### src/rtl/prog_clock_divider_if.sv
// Configuration write port of prog_clock_divider: one shadow (div, high) write per accepted beat.
interface prog_clock_divider_if #(
    parameter int NUM_CH    = 2,
    parameter int CNT_WIDTH = 16
);
    localparam int CH_W = (NUM_CH > 1) ? $clog2(NUM_CH) : 1;

    // valid/ready: a beat transfers on the clk_in edge where cfg_valid && cfg_ready are both high;
    // while cfg_valid waits on cfg_ready the master holds cfg_ch/cfg_div/cfg_high stable.
    logic                 cfg_valid;
    logic                 cfg_ready;
    logic [CH_W-1:0]      cfg_ch;
    logic [CNT_WIDTH-1:0] cfg_div;
    logic [CNT_WIDTH-1:0] cfg_high;

    modport master (output cfg_valid, cfg_ch, cfg_div, cfg_high, input cfg_ready);
    modport slave  (input cfg_valid, cfg_ch, cfg_div, cfg_high, output cfg_ready);
endinterface

### src/rtl/prog_clock_divider.sv
// Multi-channel programmable clock/tick generator; new settings are shadowed and take effect only at a period boundary.
module prog_clock_divider #(
    parameter int NUM_CH      = 2,
    parameter int CNT_WIDTH   = 16,
    parameter int DEFAULT_DIV = 2
) (
    input  logic                clk_in,
    input  logic                reset,
    prog_clock_divider_if.slave cfg,
    input  logic [NUM_CH-1:0]   en,
    output logic [NUM_CH-1:0]   clk_out,
    output logic [NUM_CH-1:0]   tick,
    output logic [NUM_CH-1:0]   pending
);
    localparam int CH_W = (NUM_CH > 1) ? $clog2(NUM_CH) : 1;
    localparam logic [CNT_WIDTH-1:0] RST_DIV  = CNT_WIDTH'(DEFAULT_DIV);
    localparam logic [CNT_WIDTH-1:0] RST_HIGH = CNT_WIDTH'(DEFAULT_DIV / 2);
    localparam logic [CNT_WIDTH-1:0] MIN_DIV  = CNT_WIDTH'(2);
    localparam logic [CNT_WIDTH-1:0] ONE      = CNT_WIDTH'(1);

    logic [CNT_WIDTH-1:0] div_c;
    logic [CNT_WIDTH-1:0] high_c;
    logic                 ready;

    always_comb begin
        div_c  = (cfg.cfg_div < MIN_DIV) ? MIN_DIV : cfg.cfg_div;
        high_c = (cfg.cfg_high >= div_c) ? div_c - ONE : cfg.cfg_high;
    end

    // Channel numbers with no channel behind them never see ready.
    always_comb begin
        ready = 1'b0;
        for (int i = 0; i < NUM_CH; i++) begin
            if (cfg.cfg_ch == CH_W'(i)) ready = ~pending[i];
        end
    end

    assign cfg.cfg_ready = ready;

    for (genvar g = 0; g < NUM_CH; g++) begin : g_ch
        logic [CNT_WIDTH-1:0] cnt;
        logic [CNT_WIDTH-1:0] cnt_nxt;
        logic [CNT_WIDTH-1:0] div_act;
        logic [CNT_WIDTH-1:0] high_act;
        logic [CNT_WIDTH-1:0] div_s;
        logic [CNT_WIDTH-1:0] high_s;
        logic                 run;
        logic                 pend_q;
        logic                 clk_q;
        logic                 tick_q;
        logic                 wr;
        logic                 last;

        assign wr      = cfg.cfg_valid && ready && (cfg.cfg_ch == CH_W'(g));
        assign last    = run && (cnt == div_act - ONE);
        assign cnt_nxt = last ? '0 : cnt + ONE;

        // run marks a period in progress; the first enabled edge after idle restarts at cnt=0.
        always_ff @(posedge clk_in or posedge reset) begin
            if (reset) begin
                cnt      <= '0;
                div_act  <= RST_DIV;
                high_act <= RST_HIGH;
                div_s    <= RST_DIV;
                high_s   <= RST_HIGH;
                run      <= 1'b0;
                pend_q   <= 1'b0;
                clk_q    <= 1'b0;
                tick_q   <= 1'b0;
            end else begin
                if (wr) begin
                    div_s  <= div_c;
                    high_s <= high_c;
                    pend_q <= 1'b1;
                end
                if (!en[g]) begin
                    run    <= 1'b0;
                    cnt    <= '0;
                    clk_q  <= 1'b0;
                    tick_q <= 1'b0;
                    if (pend_q) begin
                        div_act  <= div_s;
                        high_act <= high_s;
                        pend_q   <= 1'b0;
                    end
                end else if (pend_q && last) begin
                    run      <= 1'b1;
                    cnt      <= '0;
                    div_act  <= div_s;
                    high_act <= high_s;
                    pend_q   <= 1'b0;
                    clk_q    <= (high_s != '0);
                    tick_q   <= 1'b0;
                end else if (!run) begin
                    run    <= 1'b1;
                    cnt    <= '0;
                    clk_q  <= (high_act != '0);
                    tick_q <= 1'b0;
                end else begin
                    cnt    <= cnt_nxt;
                    clk_q  <= (cnt_nxt < high_act);
                    tick_q <= (cnt_nxt == div_act - ONE);
                end
            end
        end

        assign clk_out[g] = clk_q;
        assign tick[g]    = tick_q;
        assign pending[g] = pend_q;
    end
endmodule

### src/flat_wrapper.sv
// flat-port wrapper written by rule: the top's interface ports become plain ports
module prog_clock_divider_flat 
#(
    parameter int NUM_CH      = 2,
    parameter int CNT_WIDTH   = 16,
    parameter int DEFAULT_DIV = 2
)
  (clk_in, reset, en, clk_out, tick, pending, cfg_cfg_valid, cfg_cfg_ch, cfg_cfg_div, cfg_cfg_high, cfg_cfg_ready);
  prog_clock_divider_if #(.NUM_CH(NUM_CH), .CNT_WIDTH(CNT_WIDTH)) cfg_i ();
  input  logic clk_in;
  input  logic reset;
  input  logic [NUM_CH-1:0] en;
  output logic [NUM_CH-1:0] clk_out;
  output logic [NUM_CH-1:0] tick;
  output logic [NUM_CH-1:0] pending;
  input wire logic [$bits(cfg_i.cfg_valid)-1:0] cfg_cfg_valid;
  input wire logic [$bits(cfg_i.cfg_ch)-1:0] cfg_cfg_ch;
  input wire logic [$bits(cfg_i.cfg_div)-1:0] cfg_cfg_div;
  input wire logic [$bits(cfg_i.cfg_high)-1:0] cfg_cfg_high;
  output wire logic [$bits(cfg_i.cfg_ready)-1:0] cfg_cfg_ready;
  assign cfg_i.cfg_valid = cfg_cfg_valid;
  assign cfg_i.cfg_ch = cfg_cfg_ch;
  assign cfg_i.cfg_div = cfg_cfg_div;
  assign cfg_i.cfg_high = cfg_cfg_high;
  assign cfg_cfg_ready = cfg_i.cfg_ready;
  prog_clock_divider #(.NUM_CH(NUM_CH), .CNT_WIDTH(CNT_WIDTH), .DEFAULT_DIV(DEFAULT_DIV)) u_core (.clk_in(clk_in), .reset(reset), .cfg(cfg_i), .en(en), .clk_out(clk_out), .tick(tick), .pending(pending));
endmodule
### config.mk
export PLATFORM = sky130hd
export DESIGN_NAME = prog_clock_divider_flat
export DESIGN_NICKNAME = d
export VERILOG_FILES = /design/src/rtl/prog_clock_divider_if.sv /design/src/rtl/prog_clock_divider.sv /design/src/flat_wrapper.sv
export SDC_FILE = /design/constraint.sdc
export NUM_CORES = 1
export LEC_CHECK = 0
export CORE_MARGIN = 3
export CORE_UTILIZATION = 68
export CTS_BUF_LIST = sky130_fd_sc_hd__clkbuf_8
export DETAILED_ROUTE_END_ITERATION = 12
export GPL_TIMING_DRIVEN = 0
export PLACE_DENSITY = 0.88
export SETUP_SLACK_MARGIN = 0.05
export SYNTH_ARGS = -nofsm -noshare
export SYNTH_HDL_FRONTEND = slang
export SYNTH_SLANG_ARGS = --single-unit
### constraint.sdc
create_clock -name clk_in -period 17.5 [get_ports clk_in]
set_clock_uncertainty 0.15 [all_clocks]
set_input_delay 3.5 -clock clk_in [delete_from_list [all_inputs] [get_ports clk_in]]
set_output_delay 3.5 -clock clk_in [all_outputs]
set_load 0.005 [all_outputs]
==> results of run 1 <==
## layout make-up
class / count / area, µm² / share of cell area [%]
Timing Repair Buffer: 45 / 467.9 / 3.977
Inverter: 77 / 296.5 / 2.520
Multi-Input combinational cell: 829 / 5861 / 49.81
Tap cell: 211 / 264.0 / 2.244
Clock inverter: 12 / 91.34 / 0.7763
Buffer: 64 / 296.5 / 2.520
Sequential cell: 168 / 4214 / 35.81
Clock buffer: 20 / 275.3 / 2.339
## tightest hold or removal path, delay by kind of cell (launching register included)
| kind | cells | cell delay (ps) |
|---|---|---|
| AOI/OAI and AO/OA | 1 | 60 |
| DFF | 1 | 350 |
| and+or+nand+nor | 1 | 40 |
## worst min path at each step
stage	start	end	slack (ps)	cells after the start
2_1_floorplan	u_core.g_ch[0].div_s[0]	u_core.g_ch[0].div_s[0]	290	2
3_3_place_gp	u_core.g_ch[0].div_s[9]	u_core.g_ch[0].div_s[9]	310	2
3_5_place_dp	u_core.g_ch[1].div_s[8]	u_core.g_ch[1].div_s[8]	320	2
4_1_cts	u_core.g_ch[1].div_s[8]	u_core.g_ch[1].div_s[8]	340	2
5_1_grt	u_core.g_ch[0].div_s[15]	u_core.g_ch[0].div_s[15]	360	2
6_report	u_core.g_ch[0].div_s[4]	u_core.g_ch[0].div_s[4]	330	2
## layer usage
metal | routed length [µm] | track usage (%) | up-vias | part of all wire, %
met5 | 0 | 0 | - | 0
met4 | 830 | 10.27 | 0 | 2.8
met1 | 12640 | 50.05 | 4469 | 43
li1 | - | - | 4189 | -
met2 | 13280 | 52.91 | 500 | 45
met3 | 2872 | 6.968 | 70 | 9.7
## per-stage QoR
| step | area (µm²) | instances | setup WS, ps |
|---|---|---|---|
| finish | 11770 | 1426 | 8867 |
| global route | 11770 | 1426 | 8848 |
| CTS | 11770 | 1426 | 8907 |
| detailed placement | 11400 | 1394 | 8922 |
| global placement | 11360 | 1393 | 7224 |
| floorplan | 10660 | 1138 | 9317 |
## report_power, final
part | switching (W) | internal, W
Combinational | 0.000324 | 0.000252
Clock | 0.000151 | 0.000111
Sequential | 0.000126 | 0.000514
Total | 0.000601 | 0.000878
## sequential cells by signal, summed over array words and instances, names as in the netlist
name,cells
u_core.g_ch.tick_q,2
u_core.g_ch.run,2
u_core.g_ch.div_s,32
u_core.g_ch.div_act,32
u_core.g_ch.high_act,32
u_core.g_ch.clk_q,2
u_core.g_ch.cnt,32
u_core.g_ch.high_s,32
u_core.g_ch.pend_q,2
## cell usage in the layout, fill, tap and decap left out, types with 5 or more instances in the layout
| cell type | Yosys | layout |
|---|---|---|
| a21o_1 | 13 | 13 |
| a21oi_1 | 22 | 22 |
| a221oi_1 | 14 | 14 |
| a31oi_1 | 11 | 11 |
| and2_1 | 9 | 9 |
| and3_1 | 7 | 7 |
| and4_1 | 6 | 6 |
| buf_2 | 9 | 9 |
| buf_4 | 6 | 6 |
| clkbuf_1 | 44 | 44 |
| clkbuf_8 | 0 | 20 |
| clkdlybuf4s50_1 | 0 | 44 |
| dfrtp_1 | 160 | 160 |
| dfstp_2 | 8 | 8 |
| ha_1 | 51 | 51 |
| inv_1 | 76 | 76 |
| mux2_1 | 65 | 65 |
| mux2i_1 | 12 | 12 |
| nand2_1 | 82 | 82 |
| nand2b_1 | 7 | 7 |
| nand3_1 | 45 | 45 |
| nand4_1 | 28 | 28 |
| nor2_1 | 116 | 116 |
| nor2b_1 | 6 | 6 |
| nor3_1 | 21 | 21 |
| nor3b_1 | 6 | 6 |
| nor4_1 | 31 | 31 |
| o21ai_0 | 63 | 63 |
| o21ai_1 | 5 | 5 |
| o22ai_1 | 6 | 6 |
| o311ai_0 | 15 | 15 |
| o31ai_1 | 8 | 8 |
| or4_1 | 6 | 6 |
| xnor2_1 | 54 | 54 |
| xnor3_1 | 6 | 6 |
| xor2_1 | 42 | 42 |
## cells by family after synthesis
| logic type | after synthesis | share of synthesized area (%) |
|---|---|---|
| muxes | 77 | 7.993 |
| buffers and inverters | 141 | 5.493 |
| and+or+nand+nor | 400 | 19.06 |
| xor gates and xnor gates | 103 | 9.378 |
| adders and majority gates | 51 | 5.986 |
| AOI/OAI and AO/OA | 198 | 12.56 |
| DFF | 168 | 39.53 |
==> results.toml, run 1 <==
[logic_synthesis]
yosysMostFrequentCell = "dfrtp_1"
yosysTopAreaCellShare_pct = 37.56
synth_common_cells = "dfrtp_1 (160), nor2_1 (116), nand2_1 (82), inv_1 (76), mux2_1 (65)"
synth_nets = 1227
ys.flop_type = "dfrtp_1"
seq_area_frac_synth_pct = 39.53
yosysUniqueCellTypes = 75
synthCells = 1138
synth_area_leader_cell = "dfrtp_1"
yosys_warnings = 0
synth_edf_count = 0
synth-seq-cells = 168
synth.avg_cell_area_um2 = 9.368
syn_area_um2 = 10660
synthTopCellsByArea = "dfrtp_1 (38%), mux2_1 (6.9%), ha_1 (6.0%)"
synthArstFlopShare_pct = 100.0

[drt]
wl_per_cell_um = 20.77
vias = 9228
drtPass1Iterations = 7
final_antenna_net_count = 0
drt_iter0_markers = 1041
wl_mm = 29.63
vias_per_cell = 6.471
drc = 0

[clock_network]
cts_hold_buf = 0
clkTransAtPathRegs_ps = 90
clockRootBuffer = "clkbuf_8"
clk_latency_ps = 470
cts_setup_buffers = 0
cts_tree = "built"
cts-resized-gates = 0
numCtsBuffers = 17
htree_num_levels = 4
cts.path.max_buffers = 2
clock_sinks = 168

[timing]
slew_headroom_pct = 30.57
finalWorstPathRequiredPeriod_ps = 8633
setup_viol = 0
rsz0062_at_grt = "no"
fin_setup_tns_ps = 0
hold_viol = 0
holdWs_ps = 332.0
fmax_mhz = 115.8
drv_slew = 0
max_slew.worst_pin.slew_ps = 1032
post-route-period-util_pct = 49.33

[final_layout]
diodes = 0
nFillCells = 1084
nets = 1291
syn_to_final_growth_pct = 10.38
layout-drive-gt1-share_pct = 5.926
final_util_pct = 77.11

[setup_path]
cp-endpoint = "cfg_cfg_ready"
rr_worst_depth = 21
critPathLaunchType = "input port"
cpPeakStageDelay_ps = 580
crit_chain = "clkdlybuf4s50_1 > mux2i_1 > clkdlybuf4s50_1"
crit_slowest_cell = "clkdlybuf4s50_1"
crit_buf_inv = 2
arrival_ps = 4980
reg2reg_to = "u_core.g_ch[0].clk_q"
critPathMostFrequentCell = "clkdlybuf4s50_1"
critical_path_class = "input port to output pin"
crit_start = "cfg_cfg_ch"
reg2reg_slack_ps = 11810
timing.rr.start = "u_core.g_ch[0].div_act[0]"
crit_path_end_kind = "output pin"
cp_data_required_time_ps = 13850
cp.depth = 3
crit_family = "buffers and inverters"
path_max_fanout = 3

[placed_design]
gp_congestion = 1.026
dp_hpwl_mm = 22.49
portBuffers = 44

[power]
powerDensity_nw_per_um2 = 125.6
cellLeakagePower_nw = 5.193
ir_drop_uv = 73.94
fin_total_pwr_w = 0.001478

[floorplanning]
start_util_pct = 69.86
rows = 45
ios = 45
dieArea_um2 = 17210
die_y_um = 131.2
die_x_um = 131.2
core_um2 = 15260

[global_route]
first_global_vias = 8861
grt_pass1_wl_mm = 47.14
antenna_found_initial = 0
overflow = 0
grt_max_degree = 106
grt_usage_pct = 34.48

[status]
status = "finished, final reports clean"

[hold_path]
hp-class = "register to register"

[run]
drv_cap = 0
(Power assumes the default switching activity.)
==> run 2: changes to the inputs <==
Settings changed: CORE_UTILIZATION 68 to 64, PLACE_DENSITY 0.88 to 0.83.
Clock period 17.5 ns to 8.26 ns, I/O delays scaled along.
==> run 2 against run 1 <==
  * Global-route usage shrank 2.1 points
  * Combinational power grew 110%
  * Non-clock buffer count is the same
  * Sequential cell count is the same
  * Utilization shrank 3.9 points
  * Critical path depth grew 15
  * Final area grew 0.33%
  * Cell count grew 0.35%
  * Power grew 110%
  * Critical path type is now input port to register
  * Highest routed layer unchanged
==> results.toml, run 2 (synthesized netlist as in run 1, its figures left out) <==
[status]
status = "finished, final reports clean"

[drt]
final_antenna_net_count = 0
drc = 0
drtPass1Iterations = 6
wl_mm = 28.55
vias_per_cell = 6.294
wl_per_cell_um = 19.95
vias = 9006
drt_iter0_markers = 903

[final_layout]
fin_area_um2 = 11810
diodes = 0
syn_to_final_growth_pct = 10.74
layout-drive-gt1-share_pct = 6.008
nets = 1291
final_util_pct = 73.25
final_cells = 1431
final_common_cell = "dfrtp_1"
final_cell_mix = "dfrtp_1 (160), nor2_1 (116), nand2_1 (82)"

[timing]
drv_slew = 0
setup_viol = 0
hold_viol = 0
finalWorstPathRequiredPeriod_ps = 6038
max_slew.worst_pin.slew_ps = 876.7
rsz0062_at_grt = "no"
fmax_mhz = 165.6
post-route-period-util_pct = 73.10
slew_headroom_pct = 41.01

[clock_network]
cts_setup_buffers = 0
clockRootBuffer = "clkbuf_8"
numCtsBuffers = 17
cts_tree = "built"
cts_hold_buf = 0
clock_sinks = 168
htree_num_levels = 4
cts-resized-gates = 0
cts.path.max_buffers = 2
clk_latency_ps = 470
clkTransAtPathRegs_ps = 90

[setup_path]
cp_data_required_time_ps = 8460
arrival_ps = 6240
crit_path_end_kind = "register"
critPathLaunchType = "input port"
critical_path_class = "input port to register"
path_max_fanout = 10

[run]
drv_cap = 0

[floorplanning]
rows = 46
dieArea_um2 = 18240
ios = 45
start_util_pct = 66.15
die_y_um = 135.1
core_um2 = 16120
die_x_um = 135.1

[power]
p_switching_w = 0.001241
cellLeakagePower_nw = 5.204
pwr-share-seq_pct = 42.4
ir_drop_uv = 182.3
internal_power_w = 0.001897
clockPowerShare_pct = 19.3
swShare_pct = 39.54
combPwrFrac_pct = 38.3
powerDensity_nw_per_um2 = 265.8

[placed_design]
gp_congestion = 1.016
dp_hpwl_mm = 21.98
portBuffers = 44
dp_cells = 1399
place_area_um2 = 11410

[global_route]
grt_max_degree = 133
first_global_vias = 8676
grt_usage_pct = 32.41
antenna_found_initial = 0
grt_pass1_wl_mm = 45.91
overflow = 0

[hold_path]
hp-class = "register to register"
## run 2: cell count changes in the layout (fill, tap and decap cells not counted), sizes merged
cell and delta:
bufinv +2, inv +1, clkbuf -3
## run 2: final timing paths
path                                            from                        end  slack [ps]  depth (start not counted)
min                          u_core.g_ch[0].div_s[5]    u_core.g_ch[0].div_s[5]         330                          2
min in group asynchronous                      reset  u_core.g_ch[1].high_s[11]        1390                          2
max                                   cfg_cfg_div[3]   u_core.g_ch[1].high_s[0]        2220                         18
max reg2reg                u_core.g_ch[0].div_act[0]       u_core.g_ch[0].clk_q        2750                         21
max in group asynchronous                      reset     u_core.g_ch[1].cnt[15]        5630                          3
min reg2reg                  u_core.g_ch[0].div_s[5]    u_core.g_ch[0].div_s[5]         330                          2
## run 2: stage by stage
| step | setup TNS, ps | hold WS, ps | total power [W] | worst slack [ps] |
|---|---|---|---|---|
| finish | 0 | 331.8 | 0.003138 | 2222 |
| global route | 0 | 355.4 | 0.003357 | 1845 |
| CTS | 0 | 336.7 | 0.003122 | 2331 |
| detailed placement | 0 | 316.5 | 0.002511 | 1897 |
| global placement | -38810 | 304.4 | 0.002466 | -262.7 |
| floorplan | 0 | 292.8 | 0.002173 | 1925 |
## run 2: critical path, stage by stage
cell and delay [ps]:
clkdlybuf4s50_1 500, nor4_1 740, nand4_1 210, nor3_1 220
nand2b_1 300, inv_1 150, ha_1 280, nand2b_1 140
a21o_1 170, a21o_1 170, a21o_1 160, a21o_1 170
a21oi_1 160, or2_1 120, clkbuf_1 330, clkbuf_1 490
nand3_1 150, o311ai_0 120
## run 2: layout make-up
class                      count  area (µm²)
sequential                   168        4214
inverter                      77       296.5
timing repair buffer          45       467.9
fill                        1234        4310
clock buffer                  17       234.0
buffer                        64       296.5
clock inverter                15       165.2
multi-input combinational    829        5861
tap                          216       270.3
## run 2: power groups by stage
stage	Combinational, W	Sequential (W)	Clock [W]
after floorplan	0.000923	0.00125	0
after global placement	0.00114	0.00133	0
after detailed placement	0.00117	0.00134	0
after CTS	0.00119	0.00132	0.000611
after global routing	0.00134	0.00136	0.000651
final	0.00120	0.00133	0.000605
## run 2: layer usage
metal	vias to the layer above	part of all wire, %	track usage, %
li1	4196	-	-
met1	4341	45	48.00
met2	408	43	47.39
met3	61	8.5	7.750
met4	0	2.9	10.30
met5	-	0	0
==> run 3: changes to the inputs <==
Settings changed: CORE_UTILIZATION 64 to 57, PLACE_DENSITY 0.83 to 0.79.
Clock period 8.26 ns to 5.2 ns, I/O delays scaled along.
==> run 3 against run 2 <==
  * Final area increased by 1.9%
  * Cell count is 1.5% higher
  * Sequential power grew 60%
  * Utilization down 7.0 points
  * Power rose by 60%
  * Hold slack worse by 0.72 ps
  * Critical path depth shrank 1
  * Clock power up 55%
  * Register-to-register slack got worse by 2400 ps
  * Via count fell by 0.43%
  * Sequential share of layout area decreased by 0.65 points
  * Worst setup slack worse by 1900 ps
  * Critical path type unchanged
  * Critical endpoint is now u_core.g_ch[0].high_s[15]
  * Largest power group unchanged
  * Highest routed layer unchanged
==> results.toml, run 3 (synthesized netlist as in run 1, its figures left out) <==
[floorplanning]
rows = 49
ios = 45
dieArea_um2 = 20380
start_util_pct = 58.74
core_um2 = 18150
die_x_um = 142.8
die_y_um = 142.8

[global_route]
grt_usage_pct = 29.42
grt_busiest_layer = "met2"
first_global_vias = 8652
overflow = 0
met2_usage_pct = 45.55
grt_pass1_wl_mm = 46.64
antenna_found_initial = 2
grt_max_degree = 45
grt_use_met3_pct = 4.923
grt_use_met1_pct = 43.25

[clock_network]
clkTransAtPathRegs_ps = 90
clockRootBuffer = "clkbuf_8"
cts_hold_buf = 0
clk_latency_ps = 470
cts_tree = "built"
clock_sinks = 168
htree_num_levels = 4
numCtsBuffers = 17
cts.path.max_buffers = 2

[status]
status = "finished, final reports clean"

[final_layout]
syn_to_final_growth_pct = 12.81
final_common_cell = "dfrtp_1"
diodes = 0
nFillCells = 1443
multiInputGateArea_um2 = 5976
nets = 1300
fin_area_um2 = 12030
final_cell_mix = "dfrtp_1 (160), nor2_1 (116), nand2_1 (82)"
final_util_pct = 66.26
layout-drive-gt1-share_pct = 8.088
regArea_um2 = 4214

[power]
powerDensity_nw_per_um2 = 418.5
fin_total_pwr_w = 0.005032
ir_drop_uv = 223.9
cellLeakagePower_nw = 5.296

[setup_path]
reg2reg_slack_ps = 310
path_max_fanout = 7
timing.rr.start = "u_core.g_ch[1].div_act[2]"
critical_path_class = "input port to register"
cp_data_required_time_ps = 5410
cpPeakStageDelay_ps = 500
crit_slowest_cell = "clkdlybuf4s50_1"
crit_chain = "clkdlybuf4s50_1 > nor4_4 > nand4_1 > nor3_1 > nand2b_2 > inv_1 > ha_1 > nand2b_1 > a21o_1 > a21o_1 > a21o_1 > a21o_1 > a21oi_1 > o31ai_1 > and2_1 > clkbuf_1 > a221o_1"
critPathMostFrequentCell = "a21o_1"
rr_worst_depth = 20
arrival_ps = 5110
critPathLaunchType = "input port"
crit_path_end_kind = "register"
reg2reg_to = "u_core.g_ch[1].clk_q"

[hold_path]
holdPathEnd = "u_core.g_ch[1].div_s[8]"
hold_depth = 2
hp-class = "register to register"
hp-start = "u_core.g_ch[1].div_s[8]"

[timing]
finalWorstPathRequiredPeriod_ps = 4907
fmax_mhz = 203.8
rsz0062_at_grt = "no"
drv_slew = 0
max_slew.worst_pin.slew_ps = 801.1
hold_viol = 0
holdWs_ps = 331.1
setup_viol = 0
slew_headroom_pct = 46.10
post-route-period-util_pct = 94.36

[drt]
vias = 8967
wl_mm = 29.19
drc = 0
drt_iter0_markers = 848
drtPass1Iterations = 6
vias_per_cell = 6.171
wl_per_cell_um = 20.09
final_antenna_net_count = 0

[placed_design]
place_area_um2 = 11470
dp_hpwl_mm = 22.57
gp_congestion = 1.007
portBuffers = 44

[run]
drv_cap = 0
## run 3: cell types whose count changed in the layout (fill, tap and decap cells not counted), moves of 3 or more
| cell | previous run | this run |
|---|---|---|
| buf_12 | 0 | 4 |
| buf_4 | 6 | 14 |
| clkbuf_1 | 44 | 39 |
| clkbuf_2 | 0 | 3 |
| nor4_1 | 31 | 25 |
| nor4_2 | 3 | 6 |
| nor4_4 | 1 | 4 |
## run 3: timing repair
action,in CTS,in global routing
setup endpoints to repair,33,33
setup buffers,0,8
hold endpoints to repair,0,0
gates cloned,0,1
pin swaps,0,3
gates resized for setup,14,6
## run 3: critical path: cells and delay by family
family                   cells  cell delay, ps
AND/OR/NAND/NOR              6            1490
buffers and inverters        3             830
AO/OA/AOI/OAI                7            1440
adder cells (fa/ha/maj)      1             290
## run 3: per-stage QoR
stage	instances	setup WS, ps	TNS (ps)
after floorplan	1138	608.7	0
after global placement	1411	-777.4	-19280
after detailed placement	1415	-766.5	-19930
after CTS	1447	48.89	0
after global routing	1453	66.89	0
final	1453	293.3	0
## run 3: per-layer routing
layer  vias to the layer above  part of all wire (%)
met4                         0                   1.9
met1                      4335                    46
met3                        38                   7.4
met5                         -                     0
li1                       4210                     -
met2                       384                    45
## run 3: power by group
part | internal [W] | leakage, nW | switching, W
Sequential | 0.00173 | 2.05 | 0.000396
Clock | 0.000405 | 0.200 | 0.000534
Combinational | 0.000888 | 3.05 | 0.00108
Total | 0.00302 | 5.30 | 0.00201
## run 3: final cells by class
class,instances,area share (%)
Multi-Input combinational cell,830,49.69
Sequential cell,168,35.04
Timing Repair Buffer,56,4.828
Inverter,77,2.435
Buffer,61,2.403
Tap cell,229,2.383
Clock buffer,18,2.060
Clock inverter,14,1.155
## run 3: worst max-delay path by stage
stage | from | endpoint | slack, ps | depth (start not counted)
after floorplan | u_core.g_ch[1].div_act[0] | u_core.g_ch[1].clk_q | 610 | 22
after global placement | cfg_cfg_div[3] | u_core.g_ch[0].high_s[10] | -780 | 17
after detailed placement | cfg_cfg_div[3] | u_core.g_ch[0].high_s[10] | -770 | 17
after CTS | u_core.g_ch[1].div_act[0] | u_core.g_ch[1].clk_q | 50 | 22
after global routing | cfg_cfg_div[13] | u_core.g_ch[0].high_s[10] | 70 | 17
final | cfg_cfg_div[5] | u_core.g_ch[0].high_s[15] | 290 | 17
